File: config.mk
export PLATFORM = sky130hd
export DESIGN_NAME = tetris_ctrl
export DESIGN_NICKNAME = d
export VERILOG_FILES = /design/src/rtl/tetris_ctrl_pkg.sv /design/src/rtl/tetris_cmd_fifo.sv /design/src/rtl/tetris_ctrl.sv
export SDC_FILE = /design/constraint.sdc
export NUM_CORES = 1
export LEC_CHECK = 0
export ABC_AREA = 1
export BUFFER_PORTS_ARGS = -buffer_cell sky130_fd_sc_hd__buf_4
export CAP_MARGIN = 20
export CORE_AREA = 2 2 86 171
export DETAILED_ROUTE_END_ITERATION = 7
export DIE_AREA = 0 0 88 173
export GPL_TIMING_DRIVEN = 0
export PLACE_DENSITY = 0.71
export SLEW_MARGIN = 15
export SYNTH_ARGS = -nofsm -noshare
export SYNTH_HDL_FRONTEND = slang
export SYNTH_SLANG_ARGS = --single-unit
File: constraint.sdc
create_clock -name clk -period 3.8 [get_ports clk]
set_input_delay 0.57 -clock clk [delete_from_list [all_inputs] [get_ports clk]]
set_output_delay 0.57 -clock clk [all_outputs]
set_load 0.05 [all_outputs]
File: src/rtl/tetris_ctrl_pkg.sv
// ---------------------------------------------------------------------------
// enum_type -- shared types and helpers for the Tetris controller slice.
//
// Contents:
//   state_type      : core states and controller commands share one encoding
//   BTN_*           : bit positions inside the 7-bit btn bus
//   levelFromScore  : BCD score -> difficulty level (0..9)
//   gravPeriod      : level -> gravity period in clk cycles
// ---------------------------------------------------------------------------
package enum_type;

    typedef enum logic [3:0] {
        NONE       = 4'd0,
        INIT       = 4'd1,
        GEN        = 4'd2,
        WAIT       = 4'd3,
        BAR        = 4'd4,
        END        = 4'd5,
        HOLD       = 4'd6,
        DROP       = 4'd7,
        ROTATE     = 4'd8,
        ROTATE_REV = 4'd9,
        LEFT       = 4'd10,
        RIGHT      = 4'd11,
        DOWN       = 4'd12
    } state_type;

    localparam int BTN_LEFT       = 0;
    localparam int BTN_RIGHT      = 1;
    localparam int BTN_ROTATE     = 2;
    localparam int BTN_ROTATE_REV = 3;
    localparam int BTN_DOWN       = 4;
    localparam int BTN_DROP       = 5;
    localparam int BTN_HOLD       = 6;
    localparam int BTN_W          = 7;

    // Any non-zero hundreds/thousands digit pins the level at its maximum.
    function automatic logic [3:0] levelFromScore(input logic [15:0] score);
        return (score[15:8] != 8'd0) ? 4'd9 : score[7:4];
    endfunction

    function automatic logic [31:0] gravPeriod(input logic [3:0] level,
                                               input int base,
                                               input int step);
        return 32'(base - int'(level) * step);
    endfunction

endpackage

File: src/rtl/tetris_cmd_fifo.sv
// ---------------------------------------------------------------------------
// tetris_cmd_fifo -- small command FIFO carrying state_type payloads.
//
// Ports:
//   clk, reset      : clock, asynchronous active-high reset
//   flush_i         : synchronous clear of all entries
//   push_i, data_i  : write request and command (accepted when not full or
//                     when a pop happens in the same cycle)
//   pop_i           : read request (ignored when empty)
//   data_o          : head entry, valid while empty_o is low
//   full_o, empty_o : occupancy flags
// ---------------------------------------------------------------------------
module tetris_cmd_fifo
    import enum_type::*;
#(
    parameter int DEPTH = 4
) (
    input  logic      clk,
    input  logic      reset,
    input  logic      flush_i,
    input  logic      push_i,
    input  state_type data_i,
    input  logic      pop_i,
    output state_type data_o,
    output logic      full_o,
    output logic      empty_o
);

    localparam int AW = $clog2(DEPTH);

    state_type      mem_q [DEPTH];
    logic [AW-1:0]  wrPtr_q;
    logic [AW-1:0]  rdPtr_q;
    logic [AW:0]    count_q;
    logic           doPush;
    logic           doPop;

    assign full_o  = (count_q == (AW+1)'(DEPTH));
    assign empty_o = (count_q == '0);
    assign data_o  = mem_q[rdPtr_q];

    // A pop frees the slot the simultaneous push needs, so a full FIFO still
    // accepts a write in a pop cycle.
    assign doPop  = pop_i && !empty_o;
    assign doPush = push_i && (!full_o || doPop);

    always_ff @(posedge clk or posedge reset) begin
        if (reset) begin
            wrPtr_q <= '0;
            rdPtr_q <= '0;
            count_q <= '0;
        end else if (flush_i) begin
            wrPtr_q <= '0;
            rdPtr_q <= '0;
            count_q <= '0;
        end else begin
            if (doPush) wrPtr_q <= wrPtr_q + 1'b1;
            if (doPop)  rdPtr_q <= rdPtr_q + 1'b1;
            count_q <= count_q + (AW+1)'(doPush) - (AW+1)'(doPop);
        end
    end

    // Storage needs no reset: occupancy is tracked by the pointers.
    always_ff @(posedge clk) begin
        if (doPush && !flush_i) mem_q[wrPtr_q] <= data_i;
    end

endmodule

File: src/rtl/tetris_ctrl.sv
// ---------------------------------------------------------------------------
// tetris_ctrl -- turns button edges, gravity and garbage-row offers into
// single-cycle commands for the Tetris game core.
//
// Ports:
//   clk, reset             : clock, asynchronous active-high reset
//   btn[6:0]               : {hold, drop, down, rotate_rev, rotate, right, left}
//   core_state             : current core state
//   score[15:0]            : BCD score, selects the gravity level
//   bar_valid, bar_mask_in : garbage-row offer
//   bar_ready              : garbage latch empty
//   ctrl                   : registered command, NONE when idle
//   bar_mask               : garbage row presented to the core
//   overflow               : one-cycle pulse when a button edge is dropped
//
// Build option: define TETRIS_AUTOREPEAT_EN to add DAS/ARR auto-repeat on
// left, right and down. Without it only edges create commands.
// ---------------------------------------------------------------------------
module tetris_ctrl
    import enum_type::*;
#(
    parameter int FIFO_DEPTH   = 4,
    parameter int GRAVITY_BASE = 50_000_000,
    parameter int GRAVITY_STEP = 5_000_000,
    parameter int DAS_CYCLES   = 20_000_000,
    parameter int ARR_CYCLES   = 5_000_000
) (
    input  logic       clk,
    input  logic       reset,
    input  logic [6:0] btn,
    input  state_type  core_state,
    input  logic [15:0] score,
    input  logic       bar_valid,
    input  logic [9:0] bar_mask_in,
    output logic       bar_ready,
    output state_type  ctrl,
    output logic [9:0] bar_mask,
    output logic       overflow
);

    if (FIFO_DEPTH < 2 || (FIFO_DEPTH & (FIFO_DEPTH - 1)) != 0 ||
        DAS_CYCLES < 1 || ARR_CYCLES < 1 ||
        GRAVITY_BASE <= 9 * GRAVITY_STEP) begin : gBadParams
        $error("tetris_ctrl: illegal parameter set");
    end

    logic [BTN_W-1:0] btnPrev_q, flags_q, flags_d;
    logic [BTN_W-1:0] edges, cand, pushOneHot, rptSet;
    state_type        coreState_q, ctrl_q, ctrl_d, pushCmd, fifoHead;
    logic             fifoFull, fifoEmpty, fifoPush, fifoPop;
    logic             idle, canIssue, fullEff, overflow_q, overflow_d;
    logic [31:0]      gravCnt_q, gravCnt_d, period;
    logic             gravPend_q, gravPend_d, gravExpire;
    logic [9:0]       barMask_q, barMask_d;
    logic             barPend_q, barPend_d, barIssued_q, barIssued_d;

    assign ctrl      = ctrl_q;
    assign overflow  = overflow_q;
    assign bar_mask  = barMask_q;
    assign bar_ready = !barPend_q;

    tetris_cmd_fifo #(.DEPTH(FIFO_DEPTH)) uFifo (
        .clk     (clk),
        .reset   (reset),
        .flush_i (idle),
        .push_i  (fifoPush),
        .data_i  (pushCmd),
        .pop_i   (fifoPop),
        .data_o  (fifoHead),
        .full_o  (fifoFull),
        .empty_o (fifoEmpty)
    );

`ifdef TETRIS_AUTOREPEAT_EN
    localparam int RPT_N = 3;
    localparam int RPT_BIT [RPT_N] = '{BTN_LEFT, BTN_RIGHT, BTN_DOWN};

    logic [31:0]      rptCnt_q [RPT_N];
    logic [RPT_N-1:0] rptArmed_q;
    logic [RPT_N-1:0] rptHeld, rptFire;

    // First repeat after DAS_CYCLES of continuous hold, then every ARR_CYCLES.
    always_comb begin
        rptSet  = '0;
        rptHeld = '0;
        rptFire = '0;
        for (int i = 0; i < RPT_N; i++) begin
            rptHeld[i] = btn[RPT_BIT[i]] && btnPrev_q[RPT_BIT[i]];
            rptFire[i] = rptHeld[i] &&
                ((!rptArmed_q[i] && rptCnt_q[i] == 32'(DAS_CYCLES - 1)) ||
                 ( rptArmed_q[i] && rptCnt_q[i] == 32'(ARR_CYCLES - 1)));
            rptSet[RPT_BIT[i]] = rptFire[i];
        end
    end

    always_ff @(posedge clk or posedge reset) begin
        if (reset) begin
            for (int i = 0; i < RPT_N; i++) rptCnt_q[i] <= '0;
            rptArmed_q <= '0;
        end else begin
            for (int i = 0; i < RPT_N; i++) begin
                if (!rptHeld[i]) begin
                    rptCnt_q[i]   <= '0;
                    rptArmed_q[i] <= 1'b0;
                end else if (rptFire[i]) begin
                    rptCnt_q[i]   <= '0;
                    rptArmed_q[i] <= 1'b1;
                end else begin
                    rptCnt_q[i] <= rptCnt_q[i] + 32'd1;
                end
            end
        end
    end
`else
    assign rptSet = '0;
`endif

    assign period = gravPeriod(levelFromScore(score), GRAVITY_BASE, GRAVITY_STEP);

    always_comb begin
        edges      = (btn & ~btnPrev_q) | rptSet;
        idle       = (coreState_q == INIT) || (coreState_q == END);
        canIssue   = !idle && (coreState_q == WAIT) && (ctrl_q == NONE);
        fifoPop    = canIssue && !fifoEmpty;
        fullEff    = fifoFull && !fifoPop;

        // Command selection: queued buttons first, then gravity, then garbage.
        // While idle a button only nudges the core with DOWN.
        ctrl_d = NONE;
        if (idle) begin
            if (|edges) ctrl_d = DOWN;
        end else if (canIssue) begin
            if (!fifoEmpty)                     ctrl_d = fifoHead;
            else if (gravPend_q)                ctrl_d = DOWN;
            else if (barPend_q && !barIssued_q) ctrl_d = BAR;
        end

        // New edges join the pending flags so a lone press reaches the FIFO
        // in the same cycle. With no room, fresh edges are dropped.
        cand       = '0;
        pushOneHot = '0;
        pushCmd    = NONE;
        overflow_d = 1'b0;
        flags_d    = '0;
        if (!idle) begin
            cand       = fullEff ? flags_q : (flags_q | edges);
            overflow_d = fullEff && (|edges);
            if (!fullEff) begin
                if      (cand[BTN_HOLD])       begin pushOneHot[BTN_HOLD]       = 1'b1; pushCmd = HOLD;       end
                else if (cand[BTN_DROP])       begin pushOneHot[BTN_DROP]       = 1'b1; pushCmd = DROP;       end
                else if (cand[BTN_ROTATE])     begin pushOneHot[BTN_ROTATE]     = 1'b1; pushCmd = ROTATE;     end
                else if (cand[BTN_ROTATE_REV]) begin pushOneHot[BTN_ROTATE_REV] = 1'b1; pushCmd = ROTATE_REV; end
                else if (cand[BTN_LEFT])       begin pushOneHot[BTN_LEFT]       = 1'b1; pushCmd = LEFT;       end
                else if (cand[BTN_RIGHT])      begin pushOneHot[BTN_RIGHT]      = 1'b1; pushCmd = RIGHT;      end
                else if (cand[BTN_DOWN])       begin pushOneHot[BTN_DOWN]       = 1'b1; pushCmd = DOWN;       end
            end
            flags_d = cand & ~pushOneHot;
        end
        fifoPush = |pushOneHot;

        // Gravity: >= rather than == keeps the counter bounded when a level-up
        // shortens the period below the current count.
        gravExpire = 1'b0;
        gravCnt_d  = gravCnt_q;
        if (coreState_q == GEN) begin
            gravCnt_d = '0;
        end else if (!idle) begin
            if (gravCnt_q >= period - 32'd1) begin
                gravCnt_d  = '0;
                gravExpire = 1'b1;
            end else begin
                gravCnt_d = gravCnt_q + 32'd1;
            end
        end

        gravPend_d = gravPend_q;
        if (idle) begin
            gravPend_d = 1'b0;
        end else begin
            if (ctrl_d == DOWN || ctrl_d == DROP) gravPend_d = 1'b0;
            if (gravExpire)                       gravPend_d = 1'b1;
        end

        // Garbage row: latched until the core has spent a cycle in BAR.
        barPend_d   = barPend_q;
        barIssued_d = barIssued_q;
        barMask_d   = barMask_q;
        if (bar_valid && !barPend_q && bar_mask_in != 10'd0) begin
            barPend_d   = 1'b1;
            barIssued_d = 1'b0;
            barMask_d   = bar_mask_in;
        end
        if (ctrl_d == BAR) barIssued_d = 1'b1;
        if (barIssued_q && coreState_q == BAR) begin
            barPend_d   = 1'b0;
            barIssued_d = 1'b0;
            barMask_d   = '0;
        end
    end

    always_ff @(posedge clk or posedge reset) begin
        if (reset) begin
            btnPrev_q   <= '0;
            flags_q     <= '0;
            coreState_q <= INIT;
            ctrl_q      <= NONE;
            overflow_q  <= 1'b0;
            gravCnt_q   <= '0;
            gravPend_q  <= 1'b0;
            barMask_q   <= '0;
            barPend_q   <= 1'b0;
            barIssued_q <= 1'b0;
        end else begin
            btnPrev_q   <= btn;
            flags_q     <= flags_d;
            coreState_q <= core_state;
            ctrl_q      <= ctrl_d;
            overflow_q  <= overflow_d;
            gravCnt_q   <= gravCnt_d;
            gravPend_q  <= gravPend_d;
            barMask_q   <= barMask_d;
            barPend_q   <= barPend_d;
            barIssued_q <= barIssued_d;
        end
    end

endmodule
Word level (Yosys, flattened, before mapping)

Memory sizes are Yosys's and may differ from the RTL's.
Index checks and enable logic that the tools add are counted.

Eq/ne operators: 10
Multiplexer cells: 61
Add/subtract/negate cells: 7
Magnitude comparators: 1
Reduce and logical (&&, ||, !) cells: 32
Multiply operators: 1
Bitwise gates (word level): 5

Operators by type and width:

| operator               | number |
|---|---|
| $mux 32                | 3 |
| $mux 4                 | 15 |
| $mux 7                 | 5 |
| $add 32x1->32 const B  | 1 |
| $ge 32x32->1           | 1 |
| $sub 28x2->29 const B  | 1 |
| $sub 26x27->28 const A | 1 |
| $mux 1                 | 25 |
| $mul 4x17->21 const B  | 1 |
| $mux 10                | 2 |
| $eq 4x3->1 const B     | 4 |
| $and 7x7->7            | 2 |
| $mux 2                 | 7 |
| $not 7->7              | 2 |
| $reduce_or 7->1        | 2 |
| $logic_and 1x1->1      | 12 |
| $reduce_bool 10->1     | 1 |
| $eq 4x2->1 const B     | 2 |
| $reduce_bool 8->1      | 1 |
| $or 7x7->7             | 1 |
| $logic_not 1->1        | 6 |
| $mux 3                 | 2 |
| $mux 6                 | 1 |
| $reduce_bool 2->1      | 3 |
| 12 further kinds       | 16 |

Input port bits: 40
Flip-flop bits (word level): 75
Logic and storage cells: 131
Output and inout bits: 16
Memories: 1
Memory bits (writable): 16

Memories:

| memory      | depth | bits a word | read ports | clocked after memory_dff | wr ports | line                  | source |
|---|---|---|---|---|---|---|---|
| uFifo.mem_q | 4     | 4           | 1          | 0                        | 1        | tetris_cmd_fifo.sv:31 | `state_type mem_q [DEPTH];` |

Logic depth before layout (Yosys ltp)

Depth after elaboration: 24
Depth in mapped cells: 40
Depth with buffers taken out: 40

By module

Synthesis repeated with hierarchy kept, for this count alone.

Cells, all modules: 1017
Area, all modules: 7404.6 µm²

Modules (own cells, without submodules):

| module          | seq. area each (µm²) | times used | area each (µm²) | cells each |
|---|---|---|---|---|
| tetris_ctrl     | 1702.9               | 1          | 6329.8          | 915 |
| tetris_cmd_fifo | 655.6                | 1          | 1074.8          | 102 |

Least setup slack after synthesis

OpenSTA, ideal clock, no wires.

Path kind: input-to-reg
Start: input score[8]
End: register gravCnt_q[14]
Slack: -1581 ps
Buffers on the path: 1
Data arrival time: 5263 ps
Stages on the path: 34
Required time: 3682 ps
Setup time: 118 ps
Cells stage by stage: nor2_1 nand2_2 nor2_4 nand2_1 ha_1 inv_1 fa_1 ha_1 or2_1 nand2_1 nand2_1 nand2_2 nand2_2 nor2_4 nand2_1 nand2_1 nand2_1 nor2_1 nand2_1 nor2_1 nand4_1 nor3_1 o22a_1 ha_1 nand2_1 nor3_1 nand4_1 nand2_1 nand4_1 o211ai_1 nand2_4 buf_6 nand3_1 nand2_1

Word-level cells in the longest chain between the ends: 9

RTL lines:

| what                 | line                  | source |
|---|---|---|
| from (decl)          | tetris_ctrl.sv:32     | `input logic [15:0] score,` |
| $reduce_bool 8->1    | tetris_ctrl_pkg.sv:39 | `return (score[15:8] != 8'd0) ? 4'd9 : score[7:4];` |
| $mux 4               | tetris_ctrl_pkg.sv:39 |  |
| $mul 4x17->21        | tetris_ctrl_pkg.sv:45 | `return 32'(base - int'(level) * step);` |
| $sub 26x27->28       | tetris_ctrl_pkg.sv:45 |  |
| $sub 28x2->29        | tetris_ctrl.sv:168    | `if (gravCnt_q >= period - 32'd1) begin` |
| $ge 32x32->1         | tetris_ctrl.sv:168    |  |
| $mux 32              | tetris_ctrl.sv:168    |  |
| $mux 32              | tetris_ctrl.sv:167    | `end else if (!idle) begin` |
| $mux 32              | tetris_ctrl.sv:165    | `if (coreState_q == GEN) begin` |
| to (signal assigned) | tetris_ctrl.sv:219    | `gravCnt_q <= gravCnt_d;` |
| to (decl)            | tetris_ctrl.sv:52     | `logic [31:0] gravCnt_q, gravCnt_d, period;` |

No other way between the ends. The select of a mux whose other input is x is not followed.
A chain may end at the register's enable or synchronous reset.

Worst setup path after layout

Start: input score[12]
End: register gravCnt_q[7]

Same word-level chain as after synthesis.

==> results.sh <==
export IMPL_antennaDiodeCount=0
export IMPL_fmax_ghz=0.181
export IMPL_finClkSkew_ns=0.00606
export IMPL_ys_seq_area_share_pct=32.5
export IMPL_numCtsBuffers=9
export IMPL_drive_above_1_share_pct=21.1
export IMPL_area_growth_pct=23.9
export IMPL_dieArea_sq_mm=0.0152
export IMPL_root_buffer="clkbuf_16"
export IMPL_first_iter_violations=291
export IMPL_grt_max_degree=59
export IMPL_syn_area_sq_mm=0.00726
export IMPL_setup_ws_ns=-1.74
export IMPL_cp_max_fo=10
export IMPL_worstPathRequired_ns=4.04
export IMPL_path_buf_inv=5
export IMPL_setup_viol=33
export IMPL_vias=7056
export IMPL_swShare_pct=36.9
export IMPL_min_period_over_period_pct=146
export IMPL_hold_violations=0
export IMPL_cp_start_kind="primary input"
export IMPL_cpPeakStageDelay_ns=0.40
export IMPL_power_density_mw_per_mm2=414
export IMPL_wl_met3_um=413
export IMPL_rows=61
export IMPL_critical_path_class="primary input to flop"
export IMPL_p_comb_share_pct=35.6
export IMPL_min_period_ns=5.54
export IMPL_outcome="complete, but fails checks"
export IMPL_post_drt_wl_per_cell_um=14.5
export IMPL_grt_pass1_vias=7049
export IMPL_syn_inst=1031
export IMPL_setup_tns_ns=-56.90
export IMPL_p_leak_nw=4.46
export IMPL_violations="negative setup slack"
export IMPL_yosysWarningCount=0
export IMPL_routed_top_layer="met4"
export IMPL_min_path_type="primary input to asynchronous set/reset pin"
export IMPL_grt_setup_unrepaired="yes"
export IMPL_core_area_sq_mm=0.0138
export IMPL_via_per_inst=5.36
export IMPL_switchingPower_mw=1.37
export IMPL_seqPwrFrac_pct=37.5
export IMPL_grt_pass1_wl_mm=31.1
export IMPL_grt_ovfl_total=0
export IMPL_firstDrtPassIters=4
export IMPL_cts_max_level=3
export IMPL_relSlewSlack_pct=47.7
export IMPL_synth_seq_cells=91
export IMPL_worst_path_max_delay_cell="fa_1"
export IMPL_p_int_mw=2.35
export IMPL_detailedPlace_worstSlack_ns=-2.47
export IMPL_port_buffers=51
export IMPL_drt_met1_wl_mm=6.15
export IMPL_final_core_util_pct=65.2
export IMPL_fillers=1212
export IMPL_synth_cell_types=53
export IMPL_cpLargestDelayFamily="simple AND/OR/NAND/NOR gates"
export IMPL_hold_ws_ns=0.170
export IMPL_clock_sinks=91
export IMPL_tritoncts="yes"
export IMPL_fp_dieW_um=88
export IMPL_worstPathArrival_ns=5.78
export IMPL_maxCapViolCount=0
export IMPL_endpoint_kind="flop"
export IMPL_start_util_pct=52.6
export IMPL_fin_nets=1216
export IMPL_p_clk_share_pct=26.9
export IMPL_regArea_sq_mm=0.00236
export IMPL_vdd_drop_max_v=0.000216
export IMPL_clk_latency_ns=0.34
export IMPL_dp_hpwl_mm=14.6
export IMPL_dr_wl_met2_mm=11.4
export IMPL_die_y_um=173
export IMPL_worstMarginPinSlew_ns=0.777
export IMPL_routabilityCongestion=0.900
export IMPL_clk_pin_slew_ns=0.06
export IMPL_synthesis_nets=1124
export IMPL_slew_violations=0
export IMPL_antenna_found_initial=0
export IMPL_floorplan_io_pins=56
export IMPL_drc=0
export IMPL_multi_input_area_sq_mm=0.00469
export IMPL_wl_mm=19.0
export IMPL_synth_area_per_cell_sq_um=7.05
export IMPL_ant_nets=0
export IMPL_clk_path_buf_depth=2
export IMPL_grt_util_all_layers_pct=25.8
[per-stage QoR]
step                      area [sq um]  power (mW)  std cells
final                             9000        3.73       1317
after global routing              9000        3.96       1317
after CTS                         8830        3.72       1311
after detailed placement          8030        2.68       1272
after global placement            8000        2.65       1271
after floorplan                   7380        2.30       1031
[cells by family after synthesis]
logic type | share of synthesized area [%]
flops | 32.5
simple gates | 38.9
xor+xnor | 3.24
buf+inv | 8.94
fa+ha+maj | 9.44
compound gates | 6.99
[repair_timing]
| action | CTS | global route |
|---|---|---|
| buffers inserted | 22 | 5 |
| endpoints found under the setup margin | 33 | 33 |
| gates resized for setup | 60 | 30 |
| pin swaps | 9 | 17 |
| hold buffers | 0 | 0 |
| gates cloned | 1 | 1 |
[power by group through the flow]
stage | Clock [mW] | Sequential [mW] | Combinational [mW]
global placement | 0 | 1.41 | 1.24
finish | 1.00 | 1.40 | 1.33
global route | 1.06 | 1.43 | 1.47
detailed placement | 0 | 1.41 | 1.26
floorplan | 0 | 1.59 | 0.716
CTS | 1.02 | 1.39 | 1.31
[layer usage]
layer  track usage, %  vias to the layer above
met5                0                        -
li1                 -                     3544
met2             52.6                      158
met1             22.2                     3278
met3             2.53                       76
met4             14.9                        0
[cell usage after synthesis (all sizes together)]
cell / number / area [sq um]
nand2: 293 / 1160
inv: 141 / 529
nor2: 126 / 505
nand3: 120 / 698
dfrtp: 74 / 1850
ha: 50 / 626
a21oi: 39 / 195
o21ai: 25 / 125
nand4: 23 / 156
nor3: 23 / 126
xor2: 20 / 183
edfxtp: 16 / 480
clkbuf: 12 / 45.0
nor4: 9 / 56.3
a211oi: 7 / 52.6
buf: 6 / 63.8
nand3b: 6 / 45.0
xnor2: 6 / 52.6
or2: 5 / 31.3
nor3b: 4 / 35.0
a31oi: 3 / 18.8
clkinv: 3 / 11.3
fa: 3 / 60.1
o2111ai: 2 / 17.5
o211ai: 2 / 15.0
a21boi: 1 / 11.3
a21o: 1 / 7.51
a22oi: 1 / 7.51
a311oi: 1 / 8.76
a31o: 1 / 8.76
a32oi: 1 / 8.76
dfstp: 1 / 26.3
nor4b: 1 / 8.76
o22a: 1 / 8.76
o22ai: 1 / 6.26
o311ai: 1 / 8.76
o31ai: 1 / 7.51
or4: 1 / 7.51
[worst paths after layout]
| kind | startpoint | to | slack [ns] | cells after the start |
|---|---|---|---|---|
| worst max-delay path | score[12] | gravCnt_q[7]$_DFFE_PP0P_ | -1.74 | 35 |
| worst min-delay path | reset | bar_mask[0]$_DFFE_PP0P_ | 0.17 | 2 |
| worst max register to register | coreState_q[0]$_DFF_PP1_ | uFifo.count_q[2]$_DFF_PP0_ | 0.35 | 16 |
| worst min register to register | bar_mask[6]$_DFFE_PP0P_ | bar_mask[6]$_DFFE_PP0P_ | 0.51 | 2 |
| max in group asynchronous | reset | coreState_q[0]$_DFF_PP1_ | 3.03 | 3 |
| min in group clk | core_state[3] | coreState_q[3]$_DFF_PP0_ | 0.34 | 1 |
[registers in the layout, summed over array words and instances (netlist names), 2 cells and up]
name and count:
uFifo.count_q 3, coreState_q 4, ctrl 4, gravCnt_q 32
uFifo.wrPtr_q 2, bar_mask 10, flags_q 7, uFifo.rdPtr_q 2
uFifo.mem_q 16, btnPrev_q 7
[layout make-up]
| cell class | count | area share, % |
|---|---|---|
| Timing Repair Buffer | 81 | 7.91 |
| Inverter | 144 | 6.09 |
| Clock buffer | 13 | 3.02 |
| Multi-Input combinational cell | 778 | 52.1 |
| Buffer | 18 | 1.35 |
| Clock inverter | 3 | 0.751 |
| Sequential cell | 91 | 26.2 |
| Tap cell | 189 | 2.63 |
[cells in the final DEF (no fill, tap or decap), types with 3 or more instances in the layout]
cell type,n
o21ai_0,21
clkbuf_1,14
nor2_1,109
buf_4,70
nand2_2,31
a31oi_1,3
nor2_4,9
nor3b_1,3
nand2_1,249
xnor2_1,6
clkbuf_16,11
ha_1,45
o21ai_1,3
xor2_1,18
nor2_2,8
buf_6,10
a21oi_1,39
dfrtp_1,74
inv_2,7
nand3b_1,6
inv_1,131
nor4_1,9
nand4_1,21
edfxtp_1,16
nand2_4,11
inv_4,3
nor3_1,20
or2_2,4
clkinv_1,3
a211oi_1,7
nand3_1,77
nand3_2,39
ha_4,4
nand3_4,4
Note: power is estimated with default switching activity, not from simulation.
